### config.mk
export PLATFORM = sky130hd
export DESIGN_NAME = multicycle_control
export DESIGN_NICKNAME = d
export VERILOG_FILES = /design/src/rtl/multicycle_control.sv
export SDC_FILE = /design/constraint.sdc
export NUM_CORES = 1
export LEC_CHECK = 0
export CAP_MARGIN = 20
export CORE_ASPECT_RATIO = 1.1
export CORE_MARGIN = 1
export CORE_UTILIZATION = 50
export DETAILED_ROUTE_END_ITERATION = 8
export PLACE_DENSITY = 0.89
export SLEW_MARGIN = 20
export SYNTH_ARGS = -nofsm -noshare
export SYNTH_HDL_FRONTEND = slang
export SYNTH_SLANG_ARGS = --single-unit
export TNS_END_PERCENT = 30
### constraint.sdc
create_clock -name clock_i -period 5.3 [get_ports clock_i]
set_input_delay 1.59 -clock clock_i [delete_from_list [all_inputs] [get_ports clock_i]]
set_output_delay 1.59 -clock clock_i [all_outputs]
set_load 0.01 [all_outputs]
### src/rtl/multicycle_control.sv
// Multi-cycle sequencer (FETCH/DECODE/EXEC/WB) for the 4-bit-opcode ALU datapath; optional RETIRE_CNT_EN adds a retire counter.
// Latency: 4 cycles per instruction with immediate imem_ready, plus one cycle per memory wait; outputs registered except pc/ir strobes.
// Backpressure: FETCH holds imem_req until imem_ready; the watchdog halts after FETCH_TIMEOUT waits (0 disables it).
module multicycle_control #(
    parameter int FETCH_TIMEOUT = 16,
    parameter int TO_W          = 5,
    parameter int RCNT_W        = 16
) (
    input  logic              clock_i,
    input  logic              reset_i,
    input  logic              run_i,
    input  logic [3:0]        op_i,
    input  logic              imem_ready_i,
    output logic              imem_req_o,
    output logic              pc_write_o,
    output logic              ir_write_o,
    output logic              reg_dst_o,
    output logic              alu_src_o,
    output logic              reg_write_o,
    output logic [2:0]        alu_ctl_o,
    output logic              illegal_op_o,
    output logic              halted_o,
    output logic              fetch_err_o,
    output logic              busy_o,
    output logic [RCNT_W-1:0] retire_cnt_o
);

    typedef enum logic [2:0] {
        S_IDLE, S_FETCH, S_DECODE, S_EXEC, S_WB, S_HALT
    } state_t;

    // {reg_dst, alu_src, alu_ctl[2:0]}
    function automatic logic [4:0] ctl_of(input logic [3:0] op);
        case (op)
            4'b0000: return 5'b1_0_010;
            4'b0001: return 5'b1_0_110;
            4'b0010: return 5'b1_0_000;
            4'b0011: return 5'b1_0_001;
            4'b0100: return 5'b0_1_010;
            4'b0111: return 5'b1_0_111;
            default: return 5'b0_0_000;
        endcase
    endfunction

    function automatic logic is_alu_op(input logic [3:0] op);
        case (op)
            4'b0000, 4'b0001, 4'b0010, 4'b0011, 4'b0100, 4'b0111: return 1'b1;
            default: return 1'b0;
        endcase
    endfunction

    state_t            state_q, state_d;
    logic [3:0]        op_q, op_d;
    logic [TO_W-1:0]   wait_q, wait_d;
    logic              fetch_err_q, fetch_err_d;
    logic              illegal_q, illegal_d;
    logic              imem_req_q, reg_write_q, halted_q, busy_q;
    logic [4:0]        ctl_q, ctl_d;
    logic [4:0]        ctl_new, ctl_held;

    assign ctl_new  = ctl_of(op_i);
    assign ctl_held = ctl_of(op_q);

    always_comb begin
        state_d     = state_q;
        op_d        = op_q;
        wait_d      = wait_q;
        fetch_err_d = fetch_err_q;
        illegal_d   = 1'b0;
        case (state_q)
            S_IDLE: if (run_i) state_d = S_FETCH;
            S_FETCH: begin
                if (imem_ready_i) begin
                    state_d = S_DECODE;
                    wait_d  = '0;
                end else begin
                    wait_d = wait_q + 1'b1;
                    if (FETCH_TIMEOUT != 0 && wait_d == TO_W'(FETCH_TIMEOUT)) begin
                        fetch_err_d = 1'b1;
                        state_d     = S_HALT;
                    end
                end
            end
            S_DECODE: begin
                op_d = op_i;
                if (is_alu_op(op_i)) begin
                    state_d = S_EXEC;
                end else if (op_i == 4'b1111) begin
                    state_d = S_HALT;
                end else begin
                    illegal_d = 1'b1;
                    state_d   = run_i ? S_FETCH : S_IDLE;
                end
            end
            S_EXEC:  state_d = S_WB;
            S_WB:    state_d = run_i ? S_FETCH : S_IDLE;
            S_HALT:  state_d = S_HALT;
            default: state_d = S_IDLE;
        endcase

        // Control vector is decoded one cycle ahead so it is a clean register output.
        ctl_d = 5'b0;
        if (state_d == S_EXEC)    ctl_d = ctl_new;
        else if (state_d == S_WB) ctl_d = ctl_held;
    end

    always_ff @(posedge clock_i) begin
        if (reset_i) begin
            state_q     <= S_IDLE;
            op_q        <= 4'b0;
            wait_q      <= '0;
            fetch_err_q <= 1'b0;
            illegal_q   <= 1'b0;
            imem_req_q  <= 1'b0;
            reg_write_q <= 1'b0;
            halted_q    <= 1'b0;
            busy_q      <= 1'b0;
            ctl_q       <= 5'b0;
        end else begin
            state_q     <= state_d;
            op_q        <= op_d;
            wait_q      <= wait_d;
            fetch_err_q <= fetch_err_d;
            illegal_q   <= illegal_d;
            imem_req_q  <= (state_d == S_FETCH);
            reg_write_q <= (state_d == S_WB);
            halted_q    <= (state_d == S_HALT);
            busy_q      <= (state_d != S_IDLE) && (state_d != S_HALT);
            ctl_q       <= ctl_d;
        end
    end

    // Strobes must see imem_ready in the same cycle, so they are the only Mealy outputs.
    assign pc_write_o   = (state_q == S_FETCH) && imem_ready_i;
    assign ir_write_o   = (state_q == S_FETCH) && imem_ready_i;
    assign imem_req_o   = imem_req_q;
    assign reg_dst_o    = ctl_q[4];
    assign alu_src_o    = ctl_q[3];
    assign alu_ctl_o    = ctl_q[2:0];
    assign reg_write_o  = reg_write_q;
    assign illegal_op_o = illegal_q;
    assign halted_o     = halted_q;
    assign fetch_err_o  = fetch_err_q;
    assign busy_o       = busy_q;

`ifdef RETIRE_CNT_EN
    logic [RCNT_W-1:0] retire_q;

    always_ff @(posedge clock_i) begin
        if (reset_i)               retire_q <= '0;
        else if (state_q == S_WB)  retire_q <= retire_q + 1'b1;
    end

    assign retire_cnt_o = retire_q;
`else
    assign retire_cnt_o = '0;
`endif

endmodule

==> flow_summary.ini <==
[worst_hold_path]
holdCritPathClass = reg2reg
min-delay-start = fetch_err_o
min_path_cells = 2

[power_and_ir_drop]
cellLeakagePower_uw = 0.000573
vdd_drop_max_mv = 0.159
cellPowerDensity_nw_per_um2 = 225

[placed_design]
dpl_cell_area_um2 = 1380
dp_hpwl_um = 1680
numPortBuffers = 20
pre_cts_ws_ps = 795
gp_congestion = 0.816

[synth]
ys_seq_elements = 23
ys_async_sr_fraction_pct = 0
yosys-top-cells-area = dfxtp_1, buf_4, nor2_1
yosysSeqAreaShare_pct = 35.9
synth_flop_cell = dfxtp_1
yosysWarnings = 0
synth-edff-count = 0
synth_top_area_cell = dfxtp_1
syn_area_um2 = 1280
syn-instance-count = 148
avgSynthCellArea_um2 = 8.67
synthTopCellsByCount = dfxtp_1, nor2_1, buf_4
yosysMostFrequentCell = dfxtp_1
ys_types = 40
yosys.area.top_type_share_pct = 35.9

[route]
drt-total-wl_um = 2150
drc_errors = 0
wire_per_inst_um = 11.2
vias_per_cell = 5.03
drt_iter0_drc = 13
drtAntennaViolNets = 0
vias = 965
dr.pass1.iters = 4

[timing]
skew_ps = 1.34
fin_crit_sh_pct = 85.1
post-route-min-period_ps = 4510
final.setup.worst_slack_ps = 792
drv_slew = 0
relSlewSlack_pct = 59.7
setup_tns_ps = 0
hold_viol = 0
worst_slew_pin_slew_ps = 603
setup_viol = 0
fmax_mhz = 222
rsz0062_at_grt = false

[clock_tree]
path_clk_slew_ps = 120
clk_latency_ps = 310
cts_root_buffer = clkbuf_4
post_cts_buffers = 0
cts_made_buffers = 3
clock_sinks = 23
cts_resized = 0
cts_buffer_depth = 2
cts_tree = done
cts_hold_buf = 0
h-tree-depth = 1

[floorplan]
io_pins = 37
coreArea_um2 = 2340
initial_core_util_pct = 54.8
num_rows = 18
die_h_um = 55.1
die_x_um = 50.3
dieArea_um2 = 2770

[critical_path]
crit_arrival_ps = 2920
critPathLaunchType = input port
worstSetupPathType = in2out
rr_worst_depth = 5
crit_fanout = 4
r2r_start = state_q[0]
crit_path_start = imem_ready_i
worstSetupEndpointType = output port
required_ps = 3710

[run]
max_cap_violations = 0

[layout]
drive_gt1_share_pct = 8.02
multi_input_area_um2 = 659
fin_nets = 172
fillers = 216
area_growth_pct = 9.76
stdcell_area_um2 = 1410
seq_area_um2 = 460
diodes = 0

[grt]
antenna_found_initial = 0
grt_usage_pct = 16.9
grt_pass1_vias = 901
grt_max_degree = 18
overflow = 0
grt_pass1_wl_um = 3500

[run_status]
outcome = completed
report_power, final:
part           total [µW]  internal, µW  switching (µW)
Clock                79.8          28.2            51.6
Combinational        54.3          23.2            31.1
Sequential            182           178            4.20
final timing paths:
path	end	slack, ps
setup / recovery	pc_write_o	790
hold / removal	fetch_err_o	500
setup reg to reg	ctl_q[3]	3530
hold reg to reg	fetch_err_o	500
cell families after synthesis:
logic type,after synthesis,synth area share (%)
AOI/OAI and AO/OA,25,13.8
xor gates and xnor gates,8,5.46
adders and majority gates,1,0.975
buffers and inverters,30,17.1
DFF,23,35.9
muxes,4,3.12
other,1,0.292
and+or+nand+nor,56,23.4
state kept, by name, indices dropped and copies added, names as in the netlist:
name / flops
illegal_op_o: 1
reg_write_o: 1
ctl_q: 5
state_q: 3
imem_req_o: 1
fetch_err_o: 1
op_q: 4
busy_o: 1
wait_q: 5
halted_o: 1
through the flow:
step           power [µW]  hold WS [ps]  std cells  util [%]
2_1_floorplan         236           461        163         -
3_3_place_gp          239           469        188      58.9
3_5_place_dp          240           473        188      58.9
4_1_cts               320           502        192      60.1
5_1_grt               331           523        192      60.1
6_report              316           497        192      60.1
cell usage in the layout (no fill, tap or decap), drive strengths merged, types with 2 or more instances in the layout:
cell type and count:
dfxtp 23, clkdlybuf4s50 20, nor2 20, conb 16
nand2 14, nand3 6, a21oi 6, o22ai 6
xor2 5, inv 4, mux2i 4, o21ai 4
and3 4, xnor2 3, clkbuf 3, nor3b 3
or2 3, a31oi 2
worst max-delay path, cell delays in order:
cell,delay [ps]
clkdlybuf4s50_1,480
nand2_1,140
inv_1,160
clkdlybuf4s50_1,550
per-layer routing:
metal | global-route usage (%) | wire (µm)
met1 | 16.0 | 917
met2 | 34.9 | 1100
met3 | 3.83 | 105
met4 | 7.41 | 23
met5 | 0 | 0
area by class of cell:
type,count,share of cell area (%)
inverters,4,1.07
multi-input cells,110,46.8
clock buffers,3,1.60
flip-flops and latches,23,32.7
clock inverters,1,0.356
well taps,30,2.67
repair buffers,21,14.8
(Power assumes the default switching activity.)
